$ cat config.mk
export PLATFORM = sky130hd
export DESIGN_NAME = dm_port_arbiter
export DESIGN_NICKNAME = d
export VERILOG_FILES = /design/src/rtl/dm_port_arbiter.sv
export SDC_FILE = /design/constraint.sdc
export NUM_CORES = 1
export LEC_CHECK = 0
export ABC_AREA = 0
export CAP_MARGIN = 20
export CORE_AREA = 4 4 150 152
export CTS_BUF_LIST = sky130_fd_sc_hd__clkbuf_4 sky130_fd_sc_hd__clkbuf_8 sky130_fd_sc_hd__clkbuf_16
export DETAILED_ROUTE_END_ITERATION = 16
export DIE_AREA = 0 0 154 156
export PLACE_DENSITY = 0.56
export SETUP_SLACK_MARGIN = 0.15
export SLEW_MARGIN = 10
export SYNTH_ARGS = -nofsm -noshare
export SYNTH_HDL_FRONTEND = slang
export SYNTH_SLANG_ARGS = --single-unit
$ cat constraint.sdc
create_clock -name clk -period 6.6 [get_ports clk]
set_clock_uncertainty 0.15 [all_clocks]
set_input_delay 1.98 -clock clk [delete_from_list [all_inputs] [get_ports clk]]
set_output_delay 1.98 -clock clk [all_outputs]
set_load 0.05 [all_outputs]
$ cat src/rtl/dm_port_arbiter.sv
// Data-memory port arbiter: CPU MEM-stage port vs. external bridge/debug master.
// Round-robin on conflict, CPU byte-enable generation, registered port-B read return.
module dm_port_arbiter #(
  parameter logic [31:0] ADDR_LIMIT = 32'h0000_3000,
  parameter int unsigned CNT_W      = 16
) (
  input  logic             clk,
  input  logic             reset,
  input  logic             cpu_req,
  input  logic             cpu_we,
  input  logic [31:0]      cpu_addr,
  input  logic [1:0]       cpu_size,
  input  logic [31:0]      cpu_wdata,
  input  logic [31:0]      cpu_pc,
  output logic             cpu_stall,
  output logic             cpu_fault,
  output logic [31:0]      cpu_rdata,
  input  logic             ext_req,
  input  logic             ext_we,
  input  logic [31:0]      ext_addr,
  input  logic [31:0]      ext_wdata,
  input  logic [3:0]       ext_byteen,
  output logic             ext_gnt,
  output logic             ext_rvalid,
  output logic [31:0]      ext_rdata,
  output logic [31:0]      dm_addr,
  output logic [31:0]      dm_wdata,
  output logic             dm_we,
  output logic [3:0]       dm_byteen,
  output logic [31:0]      dm_pc,
  input  logic [31:0]      dm_rdata,
  output logic [CNT_W-1:0] conflict_cnt
);

  localparam logic [31:0] OOR_RDATA = 32'hDEAD_BEEF;

  typedef enum logic {
    WIN_CPU = 1'b0,
    WIN_EXT = 1'b1
  } winner_e;

  winner_e          last_winner_q, last_winner_d;
  logic             ext_rvalid_q, ext_rvalid_d;
  logic [31:0]      ext_rdata_q, ext_rdata_d;
  logic [CNT_W-1:0] conflict_cnt_q, conflict_cnt_d;

  logic       cpu_valid;
  logic       conflict;
  logic       cpu_win;
  logic       ext_win;
  logic       ext_oor;
  logic [3:0] cpu_byteen;

  // CPU access legality; a faulted access never competes for the port
  always_comb begin
    cpu_fault = 1'b0;
    if (cpu_req) begin
      case (cpu_size)
        2'd0:    cpu_fault = 1'b0;
        2'd1:    cpu_fault = cpu_addr[0];
        2'd2:    cpu_fault = |cpu_addr[1:0];
        default: cpu_fault = 1'b1;
      endcase
      if (cpu_addr >= ADDR_LIMIT) cpu_fault = 1'b1;
    end
  end

  // Grant: on conflict the port opposite the last winner takes the cycle
  always_comb begin
    cpu_valid = cpu_req & ~cpu_fault;
    conflict  = cpu_valid & ext_req;
    cpu_win   = cpu_valid & (~ext_req | (last_winner_q == WIN_EXT));
    ext_win   = ext_req & ~cpu_win;
    ext_oor   = ext_addr >= ADDR_LIMIT;
    cpu_stall = cpu_valid & ext_win;
    ext_gnt   = ext_win;
  end

  always_comb begin
    case (cpu_size)
      2'd0:    cpu_byteen = 4'b0001 << cpu_addr[1:0];
      2'd1:    cpu_byteen = cpu_addr[1] ? 4'b1100 : 4'b0011;
      2'd2:    cpu_byteen = 4'b1111;
      default: cpu_byteen = 4'b0000;
    endcase
  end

  // DM request mux; out-of-range port-B accesses are granted but not forwarded
  always_comb begin
    dm_addr   = 32'h0;
    dm_wdata  = 32'h0;
    dm_we     = 1'b0;
    dm_byteen = 4'h0;
    dm_pc     = 32'h0;
    if (!reset) begin
      if (cpu_win) begin
        dm_addr   = cpu_addr;
        dm_wdata  = cpu_wdata;
        dm_we     = cpu_we;
        dm_byteen = cpu_byteen;
        dm_pc     = cpu_pc;
      end else if (ext_win && !ext_oor) begin
        dm_addr   = {ext_addr[31:2], 2'b00};
        dm_wdata  = ext_wdata;
        dm_we     = ext_we;
        dm_byteen = ext_byteen;
      end
    end
  end

  assign cpu_rdata = dm_rdata;

  always_comb begin
    last_winner_d  = last_winner_q;
    conflict_cnt_d = conflict_cnt_q;
    ext_rvalid_d   = ext_win & ~ext_we;
    ext_rdata_d    = ext_rdata_q;
    if (conflict) begin
      last_winner_d = ext_win ? WIN_EXT : WIN_CPU;
      if (!(&conflict_cnt_q)) conflict_cnt_d = conflict_cnt_q + CNT_W'(1);
    end
    if (ext_rvalid_d) ext_rdata_d = ext_oor ? OOR_RDATA : dm_rdata;
  end

  always_ff @(posedge clk) begin
    if (reset) begin
      last_winner_q  <= WIN_EXT;
      conflict_cnt_q <= '0;
      ext_rvalid_q   <= 1'b0;
      ext_rdata_q    <= 32'h0;
    end else begin
      last_winner_q  <= last_winner_d;
      conflict_cnt_q <= conflict_cnt_d;
      ext_rvalid_q   <= ext_rvalid_d;
      ext_rdata_q    <= ext_rdata_d;
    end
  end

  assign ext_rvalid   = ext_rvalid_q;
  assign ext_rdata    = ext_rdata_q;
  assign conflict_cnt = conflict_cnt_q;

endmodule

==> results of run 1 <==
[critical path: cells and delay by family]
| kind | cells | cell delay, ns |
|---|---|---|
| AO/OA/AOI/OAI | 2 | 0.25 |
| buffers and inverters | 4 | 1.06 |
| AND/OR/NAND/NOR | 3 | 0.91 |
[per-stage QoR]
stage               worst slack (ns)  TNS (ns)
finish                         0.256         0
global route                   0.122         0
CTS                            0.162         0
detailed placement           -0.0564    -0.550
global placement             -0.0646    -0.778
floorplan                     -0.205     -6.15
[cell usage after synthesis (all sizes together) (9+ instances only)]
library cell / count / share of area (%)
o31ai: 13 / 2.7
buf: 53 / 11
o41ai: 37 / 9.0
nor4: 10 / 2.4
inv: 41 / 4.3
nand3: 9 / 1.3
a21oi: 16 / 2.2
dfxtp: 50 / 28
nand2: 41 / 4.3
and2: 34 / 5.9
clkbuf: 34 / 3.6
or4: 12 / 2.5
a22o: 13 / 3.2
nor2: 36 / 3.8
o21ai: 10 / 1.4
o22ai: 23 / 4.0
[layer usage]
metal | routed length, um | GRT usage, % | vias up | share of wire (%)
met2 | 11300 | 29.7 | 218 | 55
met5 | 0 | 0 | - | 0
li1 | - | - | 2337 | -
met4 | 278 | 4.75 | 0 | 1.4
met3 | 1720 | 4.74 | 14 | 8.4
met1 | 7160 | 16.8 | 2133 | 35
[what timing repair did]
action	4_1_cts	5_1_grt
buffers inserted	0	1
endpoints found under the hold margin	0	0
resized for setup	3	9
endpoints found under the setup margin	17	27
pin swaps	1	0
[area by class of cell]
cell class	instances	area [um^2]	area share, %
antenna	3	7.51	0.0884
clock buffer	6	133	1.56
clock inverter	2	13.8	0.162
inverter	41	154	1.81
multi-input combinational	320	2090	24.6
sequential	50	1000	11.8
tap	275	344	4.05
timing repair buffer	387	4750	55.9
[how the worst max path moves through the flow]
stage	cells past startpoint	end	from	slack [ns]
2_1_floorplan	6	dm_addr[10]	ext_addr[28]	-0.21
3_3_place_gp	7	dm_wdata[11]	ext_addr[28]	-0.06
3_5_place_dp	7	dm_wdata[30]	ext_addr[28]	-0.06
4_1_cts	9	dm_byteen[3]	cpu_addr[18]	0.16
5_1_grt	7	dm_wdata[5]	ext_addr[28]	0.12
6_report	9	dm_byteen[3]	cpu_addr[27]	0.26
[registers in the layout (all words and copies together), names as in the netlist]
| register | count |
|---|---|
| conflict_cnt | 16 |
| ext_rdata | 32 |
| last_winner_q | 1 |
| ext_rvalid | 1 |
[kinds of logic after synthesis]
family          Yosys count  share of synthesized area (%)
flops                    50                           27.9
other cells               1                          0.105
mux                       1                          0.314
buf+inv                 128                           18.9
fa+ha+maj                 1                          0.349
simple gates            171                           26.0
compound gates          129                           26.4
[power breakdown]
| group | internal (uW) | switching [uW] | leakage [uW] |
|---|---|---|---|
| clock | 145 | 112 | 0.0000743 |
| sequential | 312 | 4.57 | 0.000408 |
| combinational | 157 | 168 | 0.00269 |
| total | 614 | 285 | 0.00318 |
==> results by group, run 1 <==
Worst setup path
  • Worst Path Arrival: about 4.2 ns
  • R2r startpoint: conflict_cnt[7]
  • Number of cells on the worst reg-to-reg path: 5
  • Critical path class: in -> out
  • R2r setup slk: approximately 4.4 ns
  • Worst-path fanout max: 22
  • CP max-delay cell: clkdlybuf4s50_1
  • Capturing point of the worst reg2reg path: conflict_cnt[1]
  • CP Cell Sequence: clkdlybuf4s50_1 > nor4_4 > nand4_4 > nor4_2 > buf_4 > buf_12 > o21ai_0 > o41ai_1 > buf_12
  • Critical Path RT: approximately 4.5 ns
  • CP Launch Type: input pin
  • Crit-path max cell delay: approximately 0.44 ns
  • Most used cell, CP: buf_12
  • CP endpoint kind: output pin

Drt
  • DRT Pass-1 Iters: 5
  • Wire length per cell: between 15 and 20 um
  • Antenna-violating nets left: 0
  • Initial drt markers: between 150 and 200
  • Final wirelength: approximately 20 mm
  • DR vias: ~4,700
  • Vias per inst: about 4.3
  • DRC: 0

Placement
  • PortBufs: approximately 370
  • Final HPWL DP: about 17 mm
  • DP Area: a little over 8000 um^2
  • GPL Wtd Cong: 0.798
  • Cells after DPL: 1,072

Power
  • P_leak: around 0.0032 uW
  • Max IR drop VDD: approximately 0.08 mV
  • Total Power: approximately 900 uW
  • Pwr per Cell Area: 106 nW/um^2

Floorplan
  • Die H: roughly 160 um
  • Die Wd: between 150 and 200 um
  • Die area: 24,000 um^2
  • # rows: 53
  • Initial core utilization: between 10% and 20%
  • Core area: approximately 21,000 um^2
  • I/O pin cnt: 389

Logic synthesis
  • Synth Cell Area: around 3600 um^2
  • Post-synth EDFFs: 0
  • Post-synthesis async set-or-reset flop share: 0%
  • Post-synthesis register bit count: 50
  • Sequential fraction of the synthesis area: about 28%
  • Synth Flop Type: dfxtp_1
  • Syn avg cell area: about 7.5 um^2
  • Warnings, synthesis: 0
  • Post-synthesis cell count: ~480
  • Netlist cell types: 44

Clocking
  • CTS tree: yes
  • CTS root buffer: clkbuf_16
  • CTS sink count: 50
  • Reg clk slew, reported paths: ~0.07 ns
  • Clock Tree Buf Depth: 2
  • # H-tree levels: 2
  • Worst skew pair latency: between 0.2 and 0.3 ns
  • Hold Buf Count CTS: 0
  • CTS Buf Count: 5

Status
  • Status: finished clean

Finish
  • Layout cells sized above 1: roughly 16%
  • NumNets Final: approximately 1,000
  • Most frequent cells in the layout: clkdlybuf4s50_1, buf_12, dfxtp_1
  • Final std cells w/o fill: between 1,000 and 1,500
  • Utilization after layout: slightly above 40%
  • Synth-to-layout area growth: 137%
  • Final instance area: between 8000 and 9000 um^2
  • # fillers: about 2,100
  • Commonest non-fill, non-tap cell in the layout: clkdlybuf4s50_1

GRT
  • Gr usage total: 15.7%
  • Initial antenna violation count: 3
  • First-pass GRT wire length: a little under 30 mm
  • Largest net degree at the start of global routing: between 50 and 60
  • Grt total ovfl: 0
  • Vias in the first global route: about 4,700

Timing
  • Rel. slew slack: a little under a third
  • Unrepaired setup endpoints after global routing: yes
  • Final Hold Viols: 0
  • Max Fclk: about 0.16 GHz
  • Fin crit period: 6.34 ns
  • Final period util: between 90% and 100%
  • Final Max Tran Viols: 0
  • Slew @ Worst Pin: 1.03 ns
  • Fin Hold WS: 0.314 ns
  • Setup-failing EPs final: 0

Hold path
  • Hold path depth: 2
  • Hold Startpoint: ext_rdata[31]
  • Hold EP: ext_rdata[31]
  • Hold Crit Class: reg -> reg

Run
  • Max-cap check violation count: 0
Note: power is estimated with default switching activity, not from simulation.
==> run 2: changes to the inputs <==
--- a/config.mk
+++ b/config.mk
@@ -11,6 +11,7 @@
 export CTS_BUF_LIST = sky130_fd_sc_hd__clkbuf_4 sky130_fd_sc_hd__clkbuf_8 sky130_fd_sc_hd__clkbuf_16
 export DETAILED_ROUTE_END_ITERATION = 16
 export DIE_AREA = 0 0 154 156
+export HOLD_SLACK_MARGIN = 0.08
 export PLACE_DENSITY = 0.56
 export SETUP_SLACK_MARGIN = 0.15
 export SLEW_MARGIN = 10
==> results of run 2 <==
Same layout as run 1: the final DEF is identical, and so are final timing and power.
